==> src/rtl/mult_arb_pkg.sv <==
// mult_arb_pkg: shared types and constants for the multiplier arbiter.
//   - arb_state_e : arbiter FSM states
//   - *_DEF       : default requester count and operand widths
//   - REQ_*       : requester index assignment
package mult_arb_pkg;

   typedef enum logic [1:0] {
      IDLE  = 2'd0,
      ISSUE = 2'd1,
      WAIT  = 2'd2,
      DONE  = 2'd3
   } arb_state_e;

   localparam int NUM_REQ_DEF = 3;
   localparam int A_W_DEF     = 24;
   localparam int B_W_DEF     = 16;

   localparam int REQ_ENV  = 0;
   localparam int REQ_CTRL = 1;
   localparam int REQ_SVF  = 2;

endpackage

==> src/rtl/mult_arbiter_if.sv <==
// mult_arbiter_if: requester-side bus of the multiplier arbiter.
//   req_i   per-requester request level
//   op_a_i  per-requester operand A (signed, A_W bits each)
//   op_b_i  per-requester operand B (signed, B_W bits each)
//   flush_i synchronous abort of the current transaction
//   gnt_o   one-hot grant, ISSUE through DONE
//   ack_o   one-hot one-cycle pulse when prod_o is valid
//   prod_o  registered product
//   busy_o  arbiter not idle
// Modports: master = requester side, slave = arbiter side.
interface mult_arbiter_if
   import mult_arb_pkg::*;
#(
   parameter int NUM_REQ = NUM_REQ_DEF,
   parameter int A_W     = A_W_DEF,
   parameter int B_W     = B_W_DEF
);
   logic [NUM_REQ-1:0]          req_i;
   logic [NUM_REQ-1:0][A_W-1:0] op_a_i;
   logic [NUM_REQ-1:0][B_W-1:0] op_b_i;
   logic                        flush_i;
   logic [NUM_REQ-1:0]          gnt_o;
   logic [NUM_REQ-1:0]          ack_o;
   logic signed [A_W+B_W-1:0]   prod_o;
   logic                        busy_o;

   modport master (
      output req_i, op_a_i, op_b_i, flush_i,
      input  gnt_o, ack_o, prod_o, busy_o
   );

   modport slave (
      input  req_i, op_a_i, op_b_i, flush_i,
      output gnt_o, ack_o, prod_o, busy_o
   );
endinterface

==> src/rtl/rr_pick.sv <==
// rr_pick: combinational request picker.
//   req_i   request vector
//   start_i index that has highest priority; priority falls off
//           cyclically from there (start_i = 0 gives fixed priority)
//   valid_o at least one request present
//   idx_o   winning index
module rr_pick #(
   parameter int N     = 3,
   parameter int IDX_W = (N > 1) ? $clog2(N) : 1
) (
   input  logic [N-1:0]     req_i,
   input  logic [IDX_W-1:0] start_i,
   output logic             valid_o,
   output logic [IDX_W-1:0] idx_o
);
   logic [IDX_W-1:0] pos;

   // Scan from the lowest priority position back to start_i so that the
   // last hit, which overrides earlier ones, is the highest priority one.
   always_comb begin
      valid_o = 1'b0;
      idx_o   = '0;
      pos     = '0;
      for (int k = N - 1; k >= 0; k--) begin
         pos = IDX_W'((int'(start_i) + k) % N);
         if (req_i[pos]) begin
            valid_o = 1'b1;
            idx_o   = pos;
         end
      end
   end
endmodule

==> src/rtl/mult_arbiter.sv <==
// mult_arbiter: shares one sequential signed multiplier between NUM_REQ
// requesters (0 = envelope, 1 = controller, 2 = SVF).
//   clk_i, rst_ni   clock, asynchronous active-low reset
//   bus             requester bus (mult_arbiter_if.slave)
//   mult_start_o    one-cycle start pulse to the multiplier
//   mult_a_o/_b_o   registered operands to the multiplier
//   mult_ready_i    one-cycle completion pulse from the multiplier
//   mult_prod_i     product, valid with mult_ready_i
// Build option: define MULT_ARB_RR_EN for round-robin arbitration;
// otherwise fixed priority, lowest index wins.
module mult_arbiter
   import mult_arb_pkg::*;
#(
   parameter int NUM_REQ = NUM_REQ_DEF,
   parameter int A_W     = A_W_DEF,
   parameter int B_W     = B_W_DEF
) (
   input  logic                      clk_i,
   input  logic                      rst_ni,
   mult_arbiter_if.slave             bus,
   output logic                      mult_start_o,
   output logic signed [A_W-1:0]     mult_a_o,
   output logic signed [B_W-1:0]     mult_b_o,
   input  logic                      mult_ready_i,
   input  logic signed [A_W+B_W-1:0] mult_prod_i
);
   localparam int IDX_W = (NUM_REQ > 1) ? $clog2(NUM_REQ) : 1;
   localparam int P_W   = A_W + B_W;

   arb_state_e             state_q, state_d;
   logic [IDX_W-1:0]       owner_q, owner_d;
   logic [NUM_REQ-1:0]     gnt_q, gnt_d;
   logic [NUM_REQ-1:0]     ack_q, ack_d;
   logic signed [P_W-1:0]  prod_q, prod_d;
   logic signed [A_W-1:0]  a_q, a_d;
   logic signed [B_W-1:0]  b_q, b_d;
   logic                   start_q, start_d;
   logic                   busy_q, busy_d;

   logic                   pick_vld;
   logic [IDX_W-1:0]       pick_idx;
   logic [IDX_W-1:0]       pick_start;

`ifdef MULT_ARB_RR_EN
   // Pointer holds the last winner that reached DONE; flushed
   // transactions leave it alone so the same requester wins again.
   logic [IDX_W-1:0] ptr_q, ptr_d;

   always_comb begin
      ptr_d = ptr_q;
      if (state_q == WAIT && mult_ready_i && !bus.flush_i) ptr_d = owner_q;
   end

   assign pick_start = (ptr_q == IDX_W'(NUM_REQ - 1)) ? '0 : ptr_q + 1'b1;

   always_ff @(posedge clk_i or negedge rst_ni) begin
      if (!rst_ni) ptr_q <= IDX_W'(NUM_REQ - 1);
      else         ptr_q <= ptr_d;
   end
`else
   assign pick_start = '0;
`endif

   rr_pick #(.N(NUM_REQ), .IDX_W(IDX_W)) u_pick (
      .req_i   (bus.req_i),
      .start_i (pick_start),
      .valid_o (pick_vld),
      .idx_o   (pick_idx)
   );

   always_comb begin
      state_d = state_q;
      owner_d = owner_q;
      gnt_d   = gnt_q;
      ack_d   = '0;
      prod_d  = prod_q;
      a_d     = a_q;
      b_d     = b_q;
      start_d = 1'b0;
      case (state_q)
         IDLE: begin
            if (pick_vld) begin
               owner_d = pick_idx;
               a_d     = bus.op_a_i[pick_idx];
               b_d     = bus.op_b_i[pick_idx];
               gnt_d   = NUM_REQ'(1) << pick_idx;
               start_d = 1'b1;
               state_d = ISSUE;
            end
         end
         ISSUE: state_d = WAIT;
         WAIT: begin
            if (mult_ready_i) begin
               prod_d  = mult_prod_i;
               ack_d   = NUM_REQ'(1) << owner_q;
               state_d = DONE;
            end
         end
         DONE: begin
            gnt_d   = '0;
            state_d = IDLE;
         end
         default: state_d = IDLE;
      endcase
      // Flush overrides everything, including a same-cycle mult_ready_i.
      // The multiplier keeps running; its late ready lands outside WAIT.
      if (bus.flush_i) begin
         state_d = IDLE;
         owner_d = owner_q;
         gnt_d   = '0;
         ack_d   = '0;
         prod_d  = prod_q;
         a_d     = a_q;
         b_d     = b_q;
         start_d = 1'b0;
      end
      busy_d = (state_d != IDLE);
   end

   always_ff @(posedge clk_i or negedge rst_ni) begin
      if (!rst_ni) begin
         state_q <= IDLE;
         owner_q <= '0;
         gnt_q   <= '0;
         ack_q   <= '0;
         prod_q  <= '0;
         a_q     <= '0;
         b_q     <= '0;
         start_q <= 1'b0;
         busy_q  <= 1'b0;
      end else begin
         state_q <= state_d;
         owner_q <= owner_d;
         gnt_q   <= gnt_d;
         ack_q   <= ack_d;
         prod_q  <= prod_d;
         a_q     <= a_d;
         b_q     <= b_d;
         start_q <= start_d;
         busy_q  <= busy_d;
      end
   end

   assign bus.gnt_o    = gnt_q;
   assign bus.ack_o    = ack_q;
   assign bus.prod_o   = prod_q;
   assign bus.busy_o   = busy_q;
   assign mult_start_o = start_q;
   assign mult_a_o     = a_q;
   assign mult_b_o     = b_q;
endmodule

==> src/flat_wrapper.sv <==
// flat-port wrapper written by rule: the top's interface ports become plain ports
module mult_arbiter_flat import mult_arb_pkg::*;
#(
   parameter int NUM_REQ = NUM_REQ_DEF,
   parameter int A_W     = A_W_DEF,
   parameter int B_W     = B_W_DEF
)
  (clk_i, rst_ni, mult_start_o, mult_a_o, mult_b_o, mult_ready_i, mult_prod_i, bus_req_i, bus_op_a_i, bus_op_b_i, bus_flush_i, bus_gnt_o, bus_ack_o, bus_prod_o, bus_busy_o);
  mult_arbiter_if #(.NUM_REQ(NUM_REQ), .A_W(A_W), .B_W(B_W)) bus_i ();
  input  logic clk_i;
  input  logic rst_ni;
  output logic mult_start_o;
  output logic signed [A_W-1:0] mult_a_o;
  output logic signed [B_W-1:0] mult_b_o;
  input  logic mult_ready_i;
  input  logic signed [A_W+B_W-1:0] mult_prod_i;
  input wire logic [$bits(bus_i.req_i)-1:0] bus_req_i;
  input wire logic [$bits(bus_i.op_a_i)-1:0] bus_op_a_i;
  input wire logic [$bits(bus_i.op_b_i)-1:0] bus_op_b_i;
  input wire logic [$bits(bus_i.flush_i)-1:0] bus_flush_i;
  output wire logic [$bits(bus_i.gnt_o)-1:0] bus_gnt_o;
  output wire logic [$bits(bus_i.ack_o)-1:0] bus_ack_o;
  output wire logic [$bits(bus_i.prod_o)-1:0] bus_prod_o;
  output wire logic [$bits(bus_i.busy_o)-1:0] bus_busy_o;
  assign bus_i.req_i = bus_req_i;
  assign bus_i.op_a_i = bus_op_a_i;
  assign bus_i.op_b_i = bus_op_b_i;
  assign bus_i.flush_i = bus_flush_i;
  assign bus_gnt_o = bus_i.gnt_o;
  assign bus_ack_o = bus_i.ack_o;
  assign bus_prod_o = bus_i.prod_o;
  assign bus_busy_o = bus_i.busy_o;
  mult_arbiter #(.NUM_REQ(NUM_REQ), .A_W(A_W), .B_W(B_W)) u_core (.clk_i(clk_i), .rst_ni(rst_ni), .bus(bus_i), .mult_start_o(mult_start_o), .mult_a_o(mult_a_o), .mult_b_o(mult_b_o), .mult_ready_i(mult_ready_i), .mult_prod_i(mult_prod_i));
endmodule
==> config.mk <==
export PLATFORM = sky130hd
export DESIGN_NAME = mult_arbiter_flat
export DESIGN_NICKNAME = d
export VERILOG_FILES = /design/src/rtl/mult_arb_pkg.sv /design/src/rtl/mult_arbiter_if.sv /design/src/rtl/rr_pick.sv /design/src/rtl/mult_arbiter.sv /design/src/flat_wrapper.sv
export SDC_FILE = /design/constraint.sdc
export NUM_CORES = 1
export LEC_CHECK = 0
export CAP_MARGIN = 40
export CORE_ASPECT_RATIO = 1.1
export CORE_MARGIN = 5
export CORE_UTILIZATION = 44
export CTS_BUF_LIST = sky130_fd_sc_hd__clkbuf_16
export DETAILED_ROUTE_END_ITERATION = 12
export PLACE_DENSITY = 0.87
export SLEW_MARGIN = 20
export SYNTH_ARGS = -nofsm -noshare
export SYNTH_HDL_FRONTEND = slang
export SYNTH_SLANG_ARGS = --single-unit
==> constraint.sdc <==
create_clock -name clk_i -period 3.6 [get_ports clk_i]
set_input_delay 0.36 -clock clk_i [delete_from_list [all_inputs] [get_ports clk_i]]
set_output_delay 0.36 -clock clk_i [all_outputs]
set_load 0.02 [all_outputs]
==> reports/results.ini <==
[logic_synthesis]
syn-num-nets=631
synthMuxAreaShare=0.0907
synth_area_per_cell_um2=11.0
synth_adder_area_share=0.00739
yosys_warnings=0
yosysTopAreaCellShare=0.454
ys.flop_type=dfrtp_1
synth_compound_gate_area_share=0.242
synth_edf_count=0
synthArstFlopShare=1.00
syn_inst=461
synth_top_family_by_area=compound AO/OA/AOI/OAI gates
synth_xor_area_frac=0
synth_most_common_cell=dfrtp_1
ys_seq_elements=92
synthSimpleGateAreaFrac=0.146
syn_area_mm2=0.00508
ys_types=36
ys_seq_area_frac=0.454
synth_top_area_cell=dfrtp_1
ys_top_cells_by_area=dfrtp_1 (45%), o31ai_2 (9.1%), mux2_2 (8.9%)
netlist_top_cells_count=dfrtp_1 (92), o21ai_0 (43), o22ai_1 (42)

[timing]
maxSlewViolCount=0
hold_violations=0
tightest_slew_ps=821
finalSetupTns_ps=0
final.min_clock_period_ps=2420
setup_viol=0
timing.hold.ws_ps=470
rsz0062_at_grt=no
fmax_ghz=0.413
post-route-period-util=0.673
slew_headroom=0.453
skew_ps=7.94

[critical_path]
crit_type=register to register
crit_fanout=43
reg2reg_slack_ps=1180
crit_path_end_kind=register
r2r_end=u_core.mult_a_o[18]
r2r_start=u_core.state_q[0]
startpoint_type=register
rr_worst_depth=6
arrival_ps=2670
critPathRequiredTime_ps=3850

[route]
vias=4684
wl_per_cell_um=20.1
via_per_inst=5.54
wl_um=17000
drtIter0Drc=193
drc=0
dr.pass1.iters=4
ant_nets=0

[global_routing]
grt_use_total=0.238
antenna_found_initial=1
grt_pass1_vias=4815
grt-ovfl-total=0
grt_pass1_wl_um=25800
grt_max_degree=52

[placement]
place.detailed.hpwl_um=12900
io_buffers=254
place_inst=827
gp_congestion=0.828

[floorplan]
fp.dieW_um=112
start_util=0.446
die_y_um=123
dieArea_mm2=0.0138
io_pins=255
core_mm2=0.0114
rows=41

[finish]
fin_util=0.696
multi_input_area_mm2=0.00247
final_cells=846
area_delta_synth_final_pct=56.2
fill_cells=858
nets=860
final-seq-area_mm2=0.00230
drive_above_1_share=0.223

[power_and_ir_drop]
p_leak_nw=3.12
p_per_area_mw_per_mm2=690
ir_drop_v=0.000326

[outcome]
status=complete, no violations

[flow_run]
maxCapViolCount=0

[cts]
cts-hold-fix-buffers=1
numCtsBuffers=9
cts_setup_buffers=0
cts_tree=done
clockBufferDepth=2
cts.sinks=92
clk_latency_ps=340
cts-root-buf=clkbuf_16
cts.clk_slew.worst_paths_ps=70
cts.htree.levels=3
cts_resized=0

[min_path]
whs_path_depth=1
hold_start=u_core.owner_q[0]
min_path_type=register to register
min_delay_worst_endpoint=u_core.bus.ack_o[2]

layout by cell type, fill, tap and decap left out, types with 2 or more instances in the layout:
cell | Yosys | final
a21oi_1 | 37 | 37
a21oi_2 | 6 | 6
buf_12 | 3 | 2
buf_2 | 19 | 3
buf_4 | 1 | 7
clkbuf_16 | 0 | 9
clkdlybuf4s50_1 | 0 | 250
dfrtp_1 | 92 | 92
ha_1 | 3 | 3
inv_1 | 6 | 6
inv_6 | 0 | 2
mux2_2 | 40 | 40
nand2_1 | 3 | 3
nor2_1 | 4 | 4
nor2b_1 | 3 | 3
nor3b_1 | 3 | 3
o211ai_1 | 2 | 2
o21ai_0 | 43 | 43
o22ai_1 | 42 | 42
o31ai_1 | 3 | 3
o31ai_2 | 37 | 37
or2_2 | 40 | 41
or3b_1 | 40 | 40
worst max path at each step:
stage,from,end,slack (ps),depth (start not counted)
floorplan,u_core.state_q[0],u_core.mult_a_o[3],1980,8
detailed placement,bus_flush_i,u_core.mult_a_o[18],1030,5
global placement,bus_flush_i,u_core.mult_a_o[16],1120,5
CTS,u_core.state_q[0],u_core.mult_a_o[0],1160,6
finish,u_core.state_q[0],u_core.mult_a_o[18],1180,6
global route,u_core.state_q[0],u_core.mult_a_o[13],980,6
stage by stage:
step / setup slack (ps) / power [mW] / area, um^2
2_1_floorplan: 1980 / 3.18 / 5080
3_3_place_gp: 1120 / 4.44 / 7570
3_5_place_dp: 1030 / 4.56 / 7600
4_1_cts: 1160 / 5.52 / 7910
5_1_grt: 983 / 5.73 / 7930
6_report: 1180 / 5.47 / 7930
cell families after synthesis:
logic type	Yosys count
flip-flops	92
AO/OA/AOI/OAI	172
AND/OR/NAND/NOR	101
multiplexers	41
buffers and inverters	52
adder cells (fa/ha/maj)	3
sequential cells by signal, summed over array words and instances (netlist names):
signal / count
u_core.bus.prod_o: 40
u_core.mult_a_o: 24
u_core.mult_b_o: 16
u_core.bus.ack_o: 3
u_core.bus.gnt_o: 3
u_core.owner_q: 2
u_core.state_q: 2
u_core.bus.busy_o: 1
u_core.mult_start_o: 1
layout make-up:
type,instances,area share
sequential,92,0.290
inverter,6,0.00284
clock buffer,9,0.0284
clock inverter,7,0.00915
multi-input combinational,317,0.311
tap,150,0.0237
antenna,1,0.000316
timing repair buffer,264,0.334
power by group:
part / total [mW] / internal, mW / leakage, nW / switching (mW)
Clock: 0.944 / 0.541 / 0.144 / 0.404
Combinational: 2.76 / 1.40 / 1.84 / 1.36
Sequential: 1.77 / 1.51 / 1.14 / 0.256
Total: 5.47 / 3.45 / 3.12 / 2.02
critical path: stages (launching register included):
cell and delay [ps]:
dfrtp_1 420, inv_1 110, ha_1 340, nand2b_4 300
or2_2 620, buf_12 260, o31ai_2 260
layer usage:
layer,vias up,wire length (um),GRT usage
li1,2165,-,-
met5,-,0,0
met2,204,8900,0.443
met4,0,368,0.0714
met1,2290,6490,0.264
met3,25,1240,0.0641
Power figures use the tool's default switching activity.
